==> src/rtl/mhz_to_1hz.sv <==
// Parameterised clock divider: registered 50 %-duty led_clk at CLK_HZ/(2*HALF).
// Define MHZ_TO_1HZ_TICK_EN to add the led_tick pulse output on led_clk rises.
module mhz_to_1hz #(
    parameter int unsigned CLK_HZ = 100_000_000,
    parameter int unsigned OUT_HZ = 1
) (
    input  logic S_clk,
    input  logic Reset,
    output logic led_clk
`ifdef MHZ_TO_1HZ_TICK_EN
    ,
    output logic led_tick
`endif
);

    // Guarded so an OUT_HZ of 0 reaches the parameter check instead of a divide-by-zero.
    localparam int unsigned HALF = (OUT_HZ == 0) ? 0 : CLK_HZ / (2 * OUT_HZ);
    localparam int unsigned CW   = (HALF <= 2) ? 1 : $clog2(HALF);
    localparam logic [CW-1:0] LAST = CW'(HALF - 1);

    if (OUT_HZ == 0 || HALF < 1) begin : g_param_check
        $error("mhz_to_1hz: CLK_HZ must be at least 2*OUT_HZ and OUT_HZ nonzero");
    end

    logic [CW-1:0] cnt;
    logic          wrap;

    always_comb begin
        wrap = (cnt == LAST);
    end

    always_ff @(posedge S_clk or posedge Reset) begin
        if (Reset) begin
            cnt     <= '0;
            led_clk <= 1'b0;
        end else if (wrap) begin
            cnt     <= '0;
            led_clk <= ~led_clk;
        end else begin
            cnt     <= cnt + 1'b1;
        end
    end

`ifdef MHZ_TO_1HZ_TICK_EN
    // Fires on the same edge that raises led_clk, so the pulse lines up with the rise.
    always_ff @(posedge S_clk or posedge Reset) begin
        if (Reset) begin
            led_tick <= 1'b0;
        end else begin
            led_tick <= wrap & ~led_clk;
        end
    end
`endif

endmodule

==> config.mk <==
export PLATFORM = sky130hd
export DESIGN_NAME = mhz_to_1hz
export DESIGN_NICKNAME = d
export VERILOG_FILES = /design/src/rtl/mhz_to_1hz.sv
export SDC_FILE = /design/constraint.sdc
export NUM_CORES = 1
export LEC_CHECK = 0
export BUFFER_PORTS_ARGS = -buffer_cell sky130_fd_sc_hd__buf_4
export CORE_MARGIN = 2
export CORE_UTILIZATION = 38
export CTS_CLUSTER_SIZE = 24
export DETAILED_ROUTE_END_ITERATION = 6
export GPL_TIMING_DRIVEN = 0
export PLACE_DENSITY = 0.63
export SYNTH_ARGS = -nofsm -noshare
export SYNTH_HDL_FRONTEND = slang
export SYNTH_SLANG_ARGS = --single-unit
==> constraint.sdc <==
create_clock -name S_clk -period 1.7 [get_ports S_clk]
set_input_delay 0.255 -clock S_clk [delete_from_list [all_inputs] [get_ports S_clk]]
set_output_delay 0.255 -clock S_clk [all_outputs]
set_load 0.02 [all_outputs]
# Yosys cells after proc, flatten, opt, wreduce, memory -nomap -nowiden
# Cells that the tools add are included.
dict set report totals {
  ff_bits 27
  in_bits 2
  out_inout_bits 1
  wordCells 6
}
dict set report classes {
  n_addsub 1
  n_eq_ne 1
  n_mux 1
  bitwise 1
}
# op n
set op_table {}
lappend op_table {{26-bit by 1-bit adder with 26-bit output (second input constant)} 1}
lappend op_table {{26-bit == test (second input constant)} 1}
lappend op_table {{26-bit 2-to-1 mux} 1}
lappend op_table {{1-bit inverter} 1}

# Logic depth before layout (Yosys ltp)
dict set report logic_depth {
  depth_word 2
  depth_mapped 7
  depth_no_buf 5
}

# Worst setup path before layout
# OpenSTA, ideal clock, no wires.
dict set report synth_timing {
  path_kind {reg-to-reg}
  startpoint {reg cnt[9]}
  endpoint {reg cnt[12]}
  arrival_ns 1.718
  required_ns 1.578
  path_slack_ns -0.140
  path_stages_with_launch 7
  period_less_slack_ns 1.840
  cell_sequence {dfrtp_1 > or4_1 > nor4_1 > and4_1 > buf_2 > buf_2 > nor2_1}
}
dict set report synth_via {
  elab_chain_len 2
}
# element line_no
set synth_lines {}
lappend synth_lines {{from (decl)} 25} ;# logic [CW-1:0] cnt;
lappend synth_lines {{from (signal assigned)} 40} ;# cnt <= cnt + 1'b1;
lappend synth_lines {{26-bit by 1-bit adder with 26-bit output / 26-bit == test (equally long branches)} {40, 29}}
lappend synth_lines {{26-bit 2-to-1 mux (*)} 36} ;# end else if (wrap) begin
# Mark *: on every way between the ends. The rest lies on a longest branch, timed or not.
# A chain may end at the register's enable or synchronous reset.

# Worst setup path in the final report
dict set report layout_timing {
  startpoint {reg cnt[18]}
  endpoint {reg cnt[0]}
}
dict set report layout_via {
  elab_chain_len 2
}
# element line_no
set layout_lines {}
lappend layout_lines {{26-bit == test} 29} ;# wrap = (cnt == LAST);
lappend layout_lines {{26-bit 2-to-1 mux} 36}
# No other way between the ends.

==> qor.yml <==
timing:
  finalClockSkew_ns: 0.02120
  tightestPinTransition_ns: 1.003
  fmax_mhz: 539.1
  finalCritPeriodShare: 1.091
  finalHoldViolCount: 0
  rsz0062_at_grt: "yes"
  relSlewSlack: 0.3306
  finalSetupViolations: 17
  worst_slack_ns: -0.1551
  fin_crit_ns: 1.855
  holdWs_ns: 0.1358
  finalMaxSlewViolations: 0
final_layout:
  drive_above_1_share: 0.3590
  final_core_util: 0.5048
  antenna-diode-count: 0
  synthToLayoutAreaGrowth_pct: 25.27
  final_common_cell: "dfrtp_1"
  nets: 160
  final_cell_mix: "dfrtp_1, buf_4, nand4_1, xnor2_1, nor2_1"
power:
  switching_share: 0.2164
  comb_power_share: 0.014
  power_frac_seq: 0.684
  p_sw_uw: 203.3
  clkPwrFrac: 0.302
  power.density_nw_per_um2: 544.7
  p_int_uw: 735.9
  power.leakage_uw: 0.0007207
  ir_drop_v: 0.0003008
outcome:
  violations: "negative setup slack"
  status: "finished, violations left"
grt:
  grt.total_usage: 0.1567
  antenna_found_initial: 0
  grt.overflow.total: 0
  grt_start_max_net_pins: 28
  grt_pass1_vias: 1084
  grt_pass1_wl_um: 5188
setup_path:
  cp_data_arrival_time_ns: 2.09
  r2r-start: "cnt[18]"
  cp.required_ns: 1.93
  r2r_cells: 6
  path_max_fanout: 8
  reg2reg_to: "cnt[0]"
  critPathLaunchType: "flop"
  path_class: "flop to flop"
  critPathCaptureType: "flop"
  reg2reg_setup_slack_ns: -0.16
place:
  portBuffers: 2
  gp_congestion: 0.8645
  hpwlAfterDp_um: 1804
route:
  drt_iter0_drc: 36
  viasPerCell: 5.455
  drt-total-wl_um: 2921
  drc_errors: 0
  wl_per_cell_um: 14.46
  first_pass_iters: 4
  routed-via-count: 1102
  detail-route-antenna-nets: 0
floorplanning:
  io_pins: 3
  rows: 21
  die_w_um: 64.18
  die_h_um: 64.18
  initial_utilization: 0.4029
  die_area_sq_um: 4119
  core_area_sq_um: 3416
clock_tree:
  cts_max_level: 1
  insertion_delay_ns: 0.33
  numClockSinks: 27
  clkTransAtPathRegs_ns: 0.16
  cts-root-buf: "clkbuf_4"
  hold_buffers: 0
  clock_path_buffers: 2
  cts_buffers: 3
  tritoncts: "done"
synth:
  synth.distinct_cells: 30
  yosysWarnings: 0
  syn_inst: 133
  synth_nets: 136
  synth_area_leaders: "dfrtp_1, xnor2_1, nand4_1"
  synth.ff_latch_count: 27
  netlist_area_sq_um: 1376
  avgSynthCellArea_sq_um: 10.35
  post-synth-top-area-cell: "dfrtp_1"
  synthDominantCellAreaShare: 0.4909
  synth_seq_area_share: 0.4909
hold_path:
  hold_path_class: "primary input to asynchronous set/reset pin"
job:
  maxCapViolCount: 0
## worst max path at each step
stage	startpoint	endpoint	slack, ns	depth (start not counted)
detailed placement	cnt[18]	cnt[22]	-0.22	6
global placement	cnt[18]	cnt[22]	-0.24	6
floorplan	cnt[4]	cnt[23]	-0.01	5
global route	cnt[18]	cnt[22]	-0.22	6
CTS	cnt[10]	cnt[12]	-0.19	6
finish	cnt[18]	cnt[0]	-0.16	6
## logic make-up (layout without fill, tap and decap cells)
| kind of cell | Yosys count | count (layout) | synth area share |
|---|---|---|---|
| fa+ha+maj | 1 | 1 | 0.009089 |
| simple gates | 63 | 63 | 0.2809 |
| compound gates | 16 | 16 | 0.07727 |
| buf+inv | 9 | 32 | 0.03364 |
| xor+xnor | 17 | 17 | 0.1082 |
| flops | 27 | 27 | 0.4909 |
## stage by stage
stage	power [uW]	setup TNS, ns	cell area, sq um	instances	setup slack, ns
4_1_cts	942.9	-2.527	1603	193	-0.1854
3_5_place_dp	669.4	-2.881	1474	181	-0.2209
5_1_grt	980.1	-3.300	1724	202	-0.2160
2_1_floorplan	663.9	-0.01190	1401	133	-0.01190
3_3_place_gp	669.0	-3.069	1474	181	-0.2355
6_report	939.1	-2.306	1724	202	-0.1551
## layout make-up
type                            instances  area [sq um]
Fill cell                             320          1692
Clock buffer                            4         26.28
Buffer                                  4         51.30
Tap cell                               46         57.56
Timing Repair Buffer                   22         186.4
Multi-Input combinational cell         97         711.9
Sequential cell                        27         683.2
Inverter                                2         7.507
## flip-flops by register name, indices dropped and copies added (netlist names)
register	cells
cnt	26
led_clk	1
## routing by layer
| layer | vias to the layer above | wire, um | GRT usage |
|---|---|---|---|
| met4 | 0 | 21 | 0.04521 |
| met2 | 13 | 1426 | 0.2591 |
| met5 | - | 0 | 0 |
| met3 | 2 | 41 | 0.01585 |
| li1 | 527 | - | - |
| met1 | 560 | 1432 | 0.2186 |
## power groups by stage
stage / Clock [uW] / Combinational [uW] / Sequential, uW
floorplan: 0 / 9.52 / 654
global placement: 0 / 14.6 / 654
detailed placement: 0 / 15.0 / 654
CTS: 286 / 15.0 / 642
global route: 320 / 16.9 / 643
finish: 283 / 13.6 / 642
## Yosys cell counts
cell	instances
or3_4	1
clkbuf_1	2
nor2_1	13
o21ba_2	1
o21ai_0	3
xor2_1	7
and3_1	2
or4bb_1	1
and4_1	4
or4_1	3
nor3_1	1
ha_1	1
and2_1	2
o31ai_1	4
buf_2	4
dfrtp_1	27
nand3_1	6
a21oi_1	5
nand4_4	1
or3_1	2
a21oi_2	2
nand2_1	8
nand4_1	10
nor4_1	5
or4_4	3
nor2b_1	1
o31a_1	1
buf_6	1
xnor2_1	10
inv_1	2
## worst max-delay path: stages (launching register included)
cell       delay (ns)
dfrtp_1          0.43
or4bb_4          0.54
nor4_4           0.23
and4_1           0.22
buf_6            0.15
clkbuf_16        0.15
nor2_2           0.03
## repair_timing
item,CTS,global route
gates resized for setup,11,14
pin swaps,5,6
hold endpoints to repair,0,0
buffers inserted,8,11
cloned,0,1
setup endpoints to repair,17,17
Power figures use the tool's default switching activity.
